File: config.mk
export PLATFORM = sky130hd
export DESIGN_NAME = obstacle_pool
export DESIGN_NICKNAME = d
export VERILOG_FILES = /design/src/rtl/obstacle_pool.sv
export SDC_FILE = /design/constraint.sdc
export NUM_CORES = 1
export LEC_CHECK = 0
export BUFFER_PORTS_ARGS = -buffer_cell sky130_fd_sc_hd__buf_2
export CAP_MARGIN = 20
export CORE_MARGIN = 3
export CORE_UTILIZATION = 61
export CTS_BUF_LIST = sky130_fd_sc_hd__clkbuf_16
export DETAILED_ROUTE_END_ITERATION = 6
export PLACE_DENSITY = 0.82
export RECOVER_POWER = 50
export SETUP_SLACK_MARGIN = 0.05
export SYNTH_ARGS = -nofsm -noshare
export SYNTH_HDL_FRONTEND = slang
export SYNTH_SLANG_ARGS = --single-unit
File: constraint.sdc
create_clock -name clk -period 7.1 [get_ports clk]
set_clock_uncertainty 0.1 [all_clocks]
set_input_delay 1.42 -clock clk [delete_from_list [all_inputs] [get_ports clk]]
set_output_delay 1.42 -clock clk [all_outputs]
set_load 0.02 [all_outputs]
File: src/rtl/obstacle_pool.sv
// Pooled obstacle manager: spawn handshake with gap rule, per-frame fixed-point motion, retirement.
// Optional duplicate-type spawn filter enabled by defining OBSTACLE_POOL_DUP_FILTER_EN.
module obstacle_pool #(
    parameter int unsigned NUM_SLOTS  = 3,
    parameter int unsigned FRAC_BITS  = 10,
    parameter int unsigned GAME_WIDTH = 600,
    parameter int unsigned MAX_DUP    = 2
) (
    input  logic                          clk,
    input  logic                          rst,
    input  logic                          update,
    input  logic                          start,
    input  logic                          crash,
    input  logic [14:0]                   speed,
    input  logic                          spawn_valid,
    output logic                          spawn_ready,
    input  logic [2:0]                    spawn_typ,
    input  logic [9:0]                    spawn_width,
    input  logic [10:0]                   spawn_gap,
    input  logic signed [11:0]            spawn_offset,
    output logic [NUM_SLOTS-1:0]          obs_active,
    output logic signed [NUM_SLOTS*11-1:0] obs_x,
    output logic [NUM_SLOTS*10-1:0]       obs_width,
    output logic [NUM_SLOTS*3-1:0]        obs_typ,
    output logic                          removed,
    output logic                          dup_rejected
);

    localparam int unsigned XW   = 21;
    localparam int unsigned PXW  = 11;
    localparam int unsigned WW   = 10;
    localparam int unsigned TW   = 3;
    localparam int unsigned GW   = 11;
    localparam int unsigned OW   = 12;
    localparam int unsigned SUMW = 14;
    localparam int unsigned IDXW = (NUM_SLOTS > 1) ? $clog2(NUM_SLOTS) : 1;
    localparam int unsigned CNTW = 4;

    localparam logic signed [XW-1:0]   SPAWN_X = XW'(GAME_WIDTH << FRAC_BITS);
    localparam logic signed [SUMW-1:0] GW_S    = SUMW'(GAME_WIDTH);

    // Elaboration-time parameter sanity checks
    if (NUM_SLOTS < 1 || NUM_SLOTS > 8) begin : g_bad_slots
        $error("obstacle_pool: NUM_SLOTS must be 1..8");
    end
    if (MAX_DUP < 1 || MAX_DUP >= (1 << CNTW)) begin : g_bad_dup
        $error("obstacle_pool: MAX_DUP out of range");
    end

    typedef enum logic [1:0] {IDLE, RUNNING, CRASHED} state_t;

    state_t                 state;
    logic signed [XW-1:0]   x_fp     [NUM_SLOTS];
    logic [WW-1:0]          width_q  [NUM_SLOTS];
    logic [TW-1:0]          typ_q    [NUM_SLOTS];
    logic [GW-1:0]          gap_q    [NUM_SLOTS];
    logic signed [OW-1:0]   offset_q [NUM_SLOTS];
    logic [NUM_SLOTS-1:0]   active_q;
    logic                   newest_valid;
    logic [IDXW-1:0]        newest_idx;
    logic                   removed_q;
    logic                   dup_rejected_q;

    logic signed [PXW-1:0]  px       [NUM_SLOTS];
    logic signed [SUMW-1:0] slot_end [NUM_SLOTS];
    logic [NUM_SLOTS-1:0]   retire;
    logic                   free_found;
    logic [IDXW-1:0]        free_idx;
    logic signed [SUMW-1:0] newest_end;
    logic                   gap_ok;
    logic                   dup_block;
    logic                   accept;

`ifdef OBSTACLE_POOL_DUP_FILTER_EN
    logic [TW-1:0]   last_typ;
    logic [CNTW-1:0] dup_cnt;
    assign dup_block = (spawn_typ == last_typ) && (dup_cnt == CNTW'(MAX_DUP));
`else
    assign dup_block = 1'b0;
`endif

    // Integer positions, retire detection and lowest free slot, all from pre-update state
    always_comb begin
        retire     = '0;
        free_found = 1'b0;
        free_idx   = '0;
        for (int i = 0; i < NUM_SLOTS; i++) begin
            px[i]       = PXW'(x_fp[i] >>> FRAC_BITS);
            slot_end[i] = SUMW'(px[i]) + $signed(SUMW'(width_q[i]));
            retire[i]   = active_q[i] && (slot_end[i] <= 0);
        end
        for (int i = NUM_SLOTS - 1; i >= 0; i--) begin
            if (!active_q[i]) begin
                free_found = 1'b1;
                free_idx   = IDXW'(i);
            end
        end
    end

    always_comb begin
        newest_end = slot_end[newest_idx] + $signed(SUMW'(gap_q[newest_idx]));
        gap_ok     = !newest_valid || (newest_end < GW_S);
    end

    assign spawn_ready = (state == RUNNING) && free_found && gap_ok && !dup_block;
    assign accept      = update && spawn_valid && spawn_ready;

    always_ff @(posedge clk) begin
        if (rst) begin
            state          <= IDLE;
            active_q       <= '0;
            newest_valid   <= 1'b0;
            newest_idx     <= '0;
            removed_q      <= 1'b0;
            dup_rejected_q <= 1'b0;
            for (int i = 0; i < NUM_SLOTS; i++) begin
                x_fp[i]     <= '0;
                width_q[i]  <= '0;
                typ_q[i]    <= '0;
                gap_q[i]    <= '0;
                offset_q[i] <= '0;
            end
`ifdef OBSTACLE_POOL_DUP_FILTER_EN
            last_typ <= '0;
            dup_cnt  <= '0;
`endif
        end else begin
            removed_q      <= 1'b0;
            dup_rejected_q <= 1'b0;
            if (update) begin
                dup_rejected_q <= spawn_valid && dup_block;
                case (state)
                    IDLE: begin
                        if (crash) begin
                            state <= CRASHED;
                        end else if (start) begin
                            state <= RUNNING;
                        end
                    end
                    RUNNING: begin
                        if (crash) begin
                            state <= CRASHED;
                        end
                        // Retiring slots stop moving; others advance by speed minus their offset
                        for (int i = 0; i < NUM_SLOTS; i++) begin
                            if (retire[i]) begin
                                active_q[i] <= 1'b0;
                            end else if (active_q[i]) begin
                                x_fp[i] <= x_fp[i] - $signed(XW'(speed)) + XW'(offset_q[i]);
                            end
                        end
                        removed_q <= |retire;
                        if (newest_valid && retire[newest_idx]) begin
                            newest_valid <= 1'b0;
                        end
                        // NONE completes the handshake without occupying a slot
                        if (accept && (spawn_typ != '0)) begin
                            active_q[free_idx] <= 1'b1;
                            x_fp[free_idx]     <= SPAWN_X;
                            width_q[free_idx]  <= spawn_width;
                            typ_q[free_idx]    <= spawn_typ;
                            gap_q[free_idx]    <= spawn_gap;
                            offset_q[free_idx] <= spawn_offset;
                            newest_idx         <= free_idx;
                            newest_valid       <= 1'b1;
                        end
`ifdef OBSTACLE_POOL_DUP_FILTER_EN
                        if (accept) begin
                            last_typ <= spawn_typ;
                            if ((spawn_typ == last_typ) && (dup_cnt != '0)) begin
                                if (dup_cnt < CNTW'(MAX_DUP)) begin
                                    dup_cnt <= dup_cnt + CNTW'(1);
                                end
                            end else begin
                                dup_cnt <= CNTW'(1);
                            end
                        end
`endif
                    end
                    CRASHED: begin
                        if (!crash && start) begin
                            state        <= IDLE;
                            active_q     <= '0;
                            newest_valid <= 1'b0;
                            newest_idx   <= '0;
                            for (int i = 0; i < NUM_SLOTS; i++) begin
                                x_fp[i]     <= '0;
                                width_q[i]  <= '0;
                                typ_q[i]    <= '0;
                                gap_q[i]    <= '0;
                                offset_q[i] <= '0;
                            end
`ifdef OBSTACLE_POOL_DUP_FILTER_EN
                            last_typ <= '0;
                            dup_cnt  <= '0;
`endif
                        end
                    end
                    default: state <= IDLE;
                endcase
            end
        end
    end

    // Flatten per-slot state onto the packed output buses
    always_comb begin
        obs_x     = '0;
        obs_width = '0;
        obs_typ   = '0;
        for (int i = 0; i < NUM_SLOTS; i++) begin
            obs_x[i*PXW +: PXW]   = px[i];
            obs_width[i*WW +: WW] = width_q[i];
            obs_typ[i*TW +: TW]   = typ_q[i];
        end
    end

    assign obs_active   = active_q;
    assign removed      = removed_q;
    assign dup_rejected = dup_rejected_q;

endmodule

==> results of run 1 <==
[power by group]
part / total [µW] / internal, µW / switching, µW
logic: 466 / 180 / 286
clock network: 1010 / 489 / 525
registers: 1230 / 1220 / 14.8
[how the worst max path moves through the flow]
stage | startpoint | to | depth (start not counted)
after floorplan | width_q[0][0] | gap_q[2][0] | 21
after global placement | width_q[0][0] | offset_q[1][1] | 22
after detailed placement | width_q[0][0] | offset_q[1][1] | 21
after CTS | width_q[0][0] | spawn_ready | 19
after global routing | width_q[0][0] | gap_q[1][0] | 21
final | width_q[0][0] | spawn_ready | 19
[registers in the layout, summed over array words and instances (netlist names), named ones only]
| signal | count |
|---|---|
| newest_valid | 1 |
| obs_active | 3 |
| width_q | 30 |
| typ_q | 9 |
| offset_q | 36 |
| removed | 1 |
| gap_q | 44 |
| x_fp | 63 |
| state | 2 |
| newest_idx | 2 |
[layer usage]
metal  wire length, µm  share of wire
met5                 0              0
met4               943          0.025
met3              4135           0.11
met2             16600           0.44
met1             16260           0.43
[Yosys cell counts (8+ instances only)]
library cell	instances
buf_4	34
nor2_1	103
o22ai_1	11
inv_1	237
nor3_1	30
a211o_1	9
mux4_2	11
buf_2	11
nand2b_1	13
or3_1	8
a211oi_1	18
and3_1	128
a21oi_1	91
o21bai_1	12
o21a_1	22
a221o_1	11
nand3_1	32
o21ai_0	47
nand2_1	69
clkbuf_1	43
xnor2_1	47
a22oi_1	31
edfxtp_1	119
xor2_1	28
a21o_1	30
dfxtp_1	74
ha_1	123
fa_1	48
[metrics by stage]
stage / total power [µW] / utilization / instances / cell area, µm² / worst slack [ns]
after floorplan: 1587 / - / 1571 / 14510 / 1.421
after global placement: 1700 / 0.6617 / 1940 / 15210 / 1.226
after detailed placement: 1719 / 0.6617 / 1940 / 15210 / 1.128
after CTS: 2717 / 0.6888 / 1972 / 15830 / 0.7906
after global routing: 2829 / 0.6830 / 1972 / 15700 / 0.3369
final: 2713 / 0.6830 / 1972 / 15700 / 0.7451
[logic make-up after synthesis]
group                      Yosys count  synth area share
and+or+nand+nor                    427            0.1519
AOI/OAI and AO/OA                  346            0.1625
buffers and inverters              330           0.09649
DFF                                193            0.3493
adders and majority gates          171            0.1727
xor gates and xnor gates            75           0.04539
muxes                               17           0.02136
other                                1         0.0002591
[layout by cell type (no fill, tap or decap), drive strengths merged, types with 7 or more instances in the layout]
cell and n:
a211o 9, a211oi 19, a21o 30, a21oi 92, a221o 11, a22oi 31
a31oi 8, and3 128, buf 59, clkbuf 106, conb 12, dfxtp 74
edfxtp 119, fa 48, ha 123, inv 246, mux4 11, nand2 69
nand2b 13, nand3 32, nor2 103, nor2b 7, nor3 30, o21a 22
o21ai 48, o21bai 12, o22ai 11, or2 7, or3 8, xnor2 47
xor2 28
[worst reg2reg max path, delay by kind of cell, from the launching register on]
| kind | cells | cell delay [ns] |
|---|---|---|
| and+or+nand+nor | 3 | 0.64 |
| xor gates and xnor gates | 1 | 0.24 |
| DFF | 1 | 0.40 |
| AOI/OAI and AO/OA | 12 | 2.42 |
| buffers and inverters | 1 | 1.29 |
| adders and majority gates | 3 | 1.07 |
[final cells by class]
type,instances,area [µm²],share of cell area
clock buffers,17,425.4,0.02710
clock inverters,15,197.7,0.01259
inverters,238,893.4,0.05691
multi-input cells,1048,8074,0.5143
flip-flops and latches,193,5055,0.3220
well taps,313,391.6,0.02495
repair buffers,148,661.9,0.04216
==> key figures, run 1 <==
Status
  • Outcome: finished with violations
  • Violated checks: max-capacitance violations, max-slew violations

GRT
  • M3 GR Usage: 0.07626
  • GRT overflow: 0
  • M1 GR Usage: 0.4285
  • Gr busiest metal: met2
  • Initial antenna violation count: 1
  • Met2 GRT Util: 0.4470
  • Global-route usage over all layers: 0.2983
  • Via count of the first global-routing pass: 11650
  • Pin count of the biggest net entering global routing: 59
  • Global-route wire length before repair: 60950 µm

Layout
  • Fin nets: 1874
  • N_diodes: 0
  • Share of cells above drive strength 1: 0.07655
  • Filler cells: 1898
  • P&R area growth vs syn: 8.482%

Worst setup path
  • Max FO, Critical Path: 4
  • Critical Path AT: 4.83 ns
  • Critical path capture point type: output pin
  • Register-to-Register Setup Slack: 0.80 ns
  • R2R depth: 20
  • Req. time, crit path: 5.58 ns
  • FF-to-FF Start: width_q[0][0]
  • WS Path Type: reg2out
  • Cell mode on critical path: a21oi_1
  • Buffers & Inverters on Critical Path: 1
  • Max incr delay on CP: 0.44 ns
  • CP top delay family: compound AO/OA/AOI/OAI gates
  • CP Launch Type: flop
  • Reg2reg end: gap_q[1][0]
  • Worst-path cell chain: ha_1 > fa_1 > a211oi_1 > o21ai_0 > a21o_1 > a21oi_1 > o21bai_1 > a21oi_1 > xor2_1 > nor2_1 > a21oi_1 > o22ai_1 > ha_1 > and4_1 > a211oi_1 > o21ai_0 > o211ai_1 > a21oi_1 > buf_2
  • CP max-delay cell: fa_1

Timing
  • Final period util: 0.8951
  • Final setup viols: 0
  • Min Hold Slack: 0.3538 ns
  • Fmax: 157.4 MHz
  • Relative slew slack: -0.1604
  • Worst Max-Slew Pin Slew: 1.741 ns
  • Post-Route Setup TNS: 0 ns
  • Slew Viols, Final: 53
  • RSZ-0062 raised after global routing: false
  • Crit path time final: 6.355 ns
  • Final count of hold timing violations: 0

Hold path
  • Hold EP: x_fp[1][0]
  • Type of the most critical hold path: reg2reg
  • Cell count of the worst hold path: 2
  • Hold path start: x_fp[1][0]

Floorplan
  • I/O Pins: 135
  • Die Ht: 160.0 µm
  • DIE AREA: 25610 µm²
  • Site Rows: 55
  • Initial Util: 0.6296
  • Die span in x: 160.0 µm
  • Core area: 22980 µm²

Detailed routing
  • DRC viols: 0
  • Vias post-DR: 12030
  • WL per Instance: 19.24 µm
  • Post-Route WL: 37940 µm
  • Antenna Nets Post-Route: 0
  • Drt first-iter violations: 1245
  • Detailed Routing Iterations Pass 1: 6
  • Vias per cell: 6.100

Logic synthesis
  • Avg Inst Size Synth: 9.277 µm²
  • Synth Instances: 1560
  • Ys flop type: edfxtp_1
  • Top cell type by total area after synthesis: edfxtp_1
  • Synth async-reset ratio: 0
  • #FFs+latches synth: 193
  • Yosys Warn Count: 0
  • Synth top area share: 0.2469
  • Unique masters post-synth: 78
  • Post-synthesis sequential area ratio: 0.3493
  • Area of the mapped netlist: 14470 µm²
  • Area contributors post-synth: edfxtp_1, ha_1, dfxtp_1
  • Post-synth EDFFs: 119

Clock tree
  • Clock latency on the worst-skew pair: 0.45 ns
  • CTS tree: built
  • Clock Tree Buf Depth: 2
  • Postcts setup bufs: 0
  • Hold_buf cts: 0
  • Clk root buf: clkbuf_16
  • H-tree levels: 4
  • Clock transition at path regs: 0.08 ns
  • Clk sink count: 193
  • Post-CTS Resized: 0
  • TritonCTS Buffers: 17

Power
  • Pwr dens: 172.8 nW/µm²
  • Total leakage power: 0.007298 µW
  • Max IR drop VDD: 0.1849 mV

Run
  • Max Cap Viol: 1

Placed design
  • Placed wire-length estimate: 28490 µm
  • Final Wtd Congestion: 0.9966
  • Port bufs: 133
Note: power is estimated with default switching activity, not from simulation.
==> run 2, diff against run 1 <==
==> constraint.sdc (replaced) <==
create_clock -name clk -period 7.1 [get_ports clk]
set_clock_uncertainty 0.1 [all_clocks]
set_input_delay 1.42 -clock clk [delete_from_list [all_inputs] [get_ports clk]]
set_output_delay 1.42 -clock clk [all_outputs]
set_load 0.01 [all_outputs]
==> run 2 against run 1 <==
Effect of this change:
- the flow now finishes without violations
- sequential power hardly changed
- final area is 0.26% higher
- core utilization up 0.18 points
- critical path type is now reg2reg
- highest routed layer unchanged
==> key figures, run 2 (synthesis results as in run 1) <==
Timing
  • Final count of hold timing violations: 0 (unchanged)
  • Fmax: 158.2 MHz (+0.54%)
  • RSZ-0062 raised after global routing: false
  • Min Hold Slack: 0.3532 ns (-0.0005710 ns)
  • Relative slew slack: 0.3197 (+0.4801)
  • Final setup viols: 0 (unchanged)
  • Worst Max-Slew Pin Slew: 1.014 ns (-0.7269 ns)
  • Slew Viols, Final: 0 (-100%)
  • Post-Route Setup TNS: 0 ns (unchanged)
  • Setup ws final: 0.7791 ns (+0.03395 ns)
  • Crit path time final: 6.321 ns (-0.03395 ns)
  • Final period util: 0.8903 (-0.004782)

Clock tree
  • Clock Tree Buf Depth: 2 (unchanged)
  • Postcts setup bufs: 0 (unchanged)
  • Post-CTS Resized: 0 (unchanged)
  • Clk root buf: clkbuf_16
  • H-tree levels: 4 (unchanged)
  • Clock latency on the worst-skew pair: 0.45 ns (about the same)
  • TritonCTS Buffers: 17 (unchanged)
  • Clock transition at path regs: 0.08 ns (about the same)
  • Hold_buf cts: 0 (unchanged)
  • CTS tree: built
  • Clk sink count: 193 (unchanged)

Floorplan
  • Site Rows: 55 (unchanged)
  • Core area: 22980 µm² (unchanged)
  • I/O Pins: 135 (unchanged)
  • Die Ht: 160.0 µm (unchanged)
  • Initial Util: 0.6296 (unchanged)
  • DIE AREA: 25610 µm² (unchanged)
  • Die span in x: 160.0 µm (unchanged)

Hold path
  • Hold path start: x_fp[2][0]
  • Hold EP: x_fp[2][0]
  • Cell count of the worst hold path: 2 (unchanged)
  • Type of the most critical hold path: reg2reg

GRT
  • Global-route usage over all layers: 0.2972 (-0.001045)
  • Initial antenna violation count: 0 (-1)
  • Global-route wire length before repair: 60970 µm (about the same)
  • Via count of the first global-routing pass: 11540 (-0.90%)
  • GRT overflow: 0 (unchanged)
  • Pin count of the biggest net entering global routing: 59 (unchanged)

Layout
  • P&R area growth vs syn: 8.767%
  • Biggest registers after layout: x_fp (63), gap_q (44), offset_q (36)
  • Share of cells above drive strength 1: 0.07771 (+0.001159)
  • Final cell count without fillers: 1973 (+0.051%)
  • Most frequent cells in the layout: inv_1, and3_1, ha_1
  • Max reg flops: 63 (unchanged)
  • Commonest non-fill, non-tap cell in the layout: inv_1
  • Final core occ: 0.6848 (+0.001796)
  • Register bank with the most flops: x_fp
  • N_diodes: 0 (unchanged)
  • Fin nets: 1875 (+0.053%)

Detailed routing
  • Post-Route WL: 37860 µm (-0.21%)
  • Vias per cell: 6.081 (-0.32%)
  • Vias post-DR: 12000 (-0.27%)
  • Drt first-iter violations: 1433 (+15%)
  • DRC viols: 0 (unchanged)
  • Detailed Routing Iterations Pass 1: 6 (unchanged)
  • WL per Instance: 19.19 µm (-0.26%)
  • Antenna Nets Post-Route: 0 (unchanged)

Worst setup path
  • Critical path capture point type: flop
  • CP Launch Type: flop
  • Critical Path AT: 6.28 ns (+1.45 ns)
  • CP max-delay cell: nand2b_2
  • Buffers & Inverters on Critical Path: 1 (unchanged)
  • Req. time, crit path: 7.06 ns (+1.48 ns)
  • Worst-path cell chain: ha_1 > fa_1 > a211oi_1 > o21ai_0 > a21o_1 > a21oi_1 > o21bai_1 > a21oi_1 > xor2_1 > nor2_1 > a21oi_1 > o22ai_1 > ha_1 > or3_1 > o21ai_0 > a31oi_1 > o21ai_0 > o211ai_1 > a211oi_1 > and2_0 > buf_4 > nand2b_2
  • Register-to-Register Setup Slack: 0.78 ns (-0.02 ns)
  • CP top delay family: compound AO/OA/AOI/OAI gates
  • Max incr delay on CP: 0.86 ns (+0.42 ns)
  • FF-to-FF Start: width_q[0][0]
  • Reg2reg end: offset_q[1][9]
  • R2R depth: 22 (+10%)
  • Max FO, Critical Path: 36 (+32)
  • WS Path Type: reg2reg

Placed design
  • Port bufs: 133 (unchanged)
  • Final Wtd Congestion: 0.9702 (-2.6%)
  • Placed insts: 1940 (unchanged)
  • Placed wire-length estimate: 28280 µm (-0.74%)
  • Pre-CTS worst setup slack: 1.060 ns (-0.06792 ns)

Power
  • Total leakage power: 0.007324 µW (+0.36%)
  • Pwr dens: 173.0 nW/µm² (+0.12%)
  • Combinational Power Share: 0.168 (-0.004)
  • NetSw: 828.1 µW (+0.27%)
  • Power share of the clock group: 0.379 (+0.005)
  • Internal power: 1895 µW (+0.44%)
  • Max IR drop VDD: 0.1766 mV (-4.5%)
  • Sequential Power Share: 0.453 (-0.002)
  • Switching Share: 0.3041 (-0.0003612)

Run
  • Max Cap Viol: 0 (-1)

Status
  • Outcome: finished clean
==> run 2: worst min-delay path, cell delays in order (launching register included) <==
cell and delay (ns):
dfxtp_1 0.31, nand2_1 0.05, a21oi_1 0.05
==> run 2: final cells by class <==
class | count | area [µm²]
Multi-Input combinational cell | 1048 | 8074
Fill cell | 1849 | 7244
Sequential cell | 193 | 5055
Inverter | 238 | 893.4
Timing Repair Buffer | 149 | 690.7
Clock buffer | 17 | 425.4
Tap cell | 313 | 391.6
Clock inverter | 15 | 210.2
==> run 2: through the flow <==
| step | total power, µW | instance area (µm²) |
|---|---|---|
| floorplan | 1579 | 14510 |
| global placement | 1694 | 15210 |
| detailed placement | 1708 | 15210 |
| CTS | 2723 | 15850 |
| global route | 2836 | 15740 |
| finish | 2723 | 15740 |
==> run 2: worst max path at each step <==
stage	slack, ns	startpoint	cells after the start	end
finish	0.78	width_q[0][0]	22	offset_q[1][9]
global route	0.29	width_q[0][0]	22	offset_q[1][1]
CTS	0.86	width_q[0][0]	19	spawn_ready
detailed placement	1.06	width_q[0][0]	21	offset_q[2][2]
global placement	1.22	width_q[0][0]	21	offset_q[2][10]
floorplan	1.50	width_q[0][0]	21	gap_q[2][0]
==> run 2: per-layer routing <==
metal	track usage	vias to the layer above	wire [µm]
met1	0.4347	5730	16280
li1	-	5632	-
met4	0.08994	0	722
met5	0	-	0
met3	0.06511	61	4295
met2	0.4450	574	16560
==> run 2: power groups by stage <==
stage | Combinational, µW | Sequential, µW | Clock [µW]
after floorplan | 321 | 1260 | 0
after global placement | 437 | 1260 | 0
after detailed placement | 449 | 1260 | 0
after CTS | 454 | 1230 | 1040
after global routing | 511 | 1240 | 1090
final | 457 | 1230 | 1030
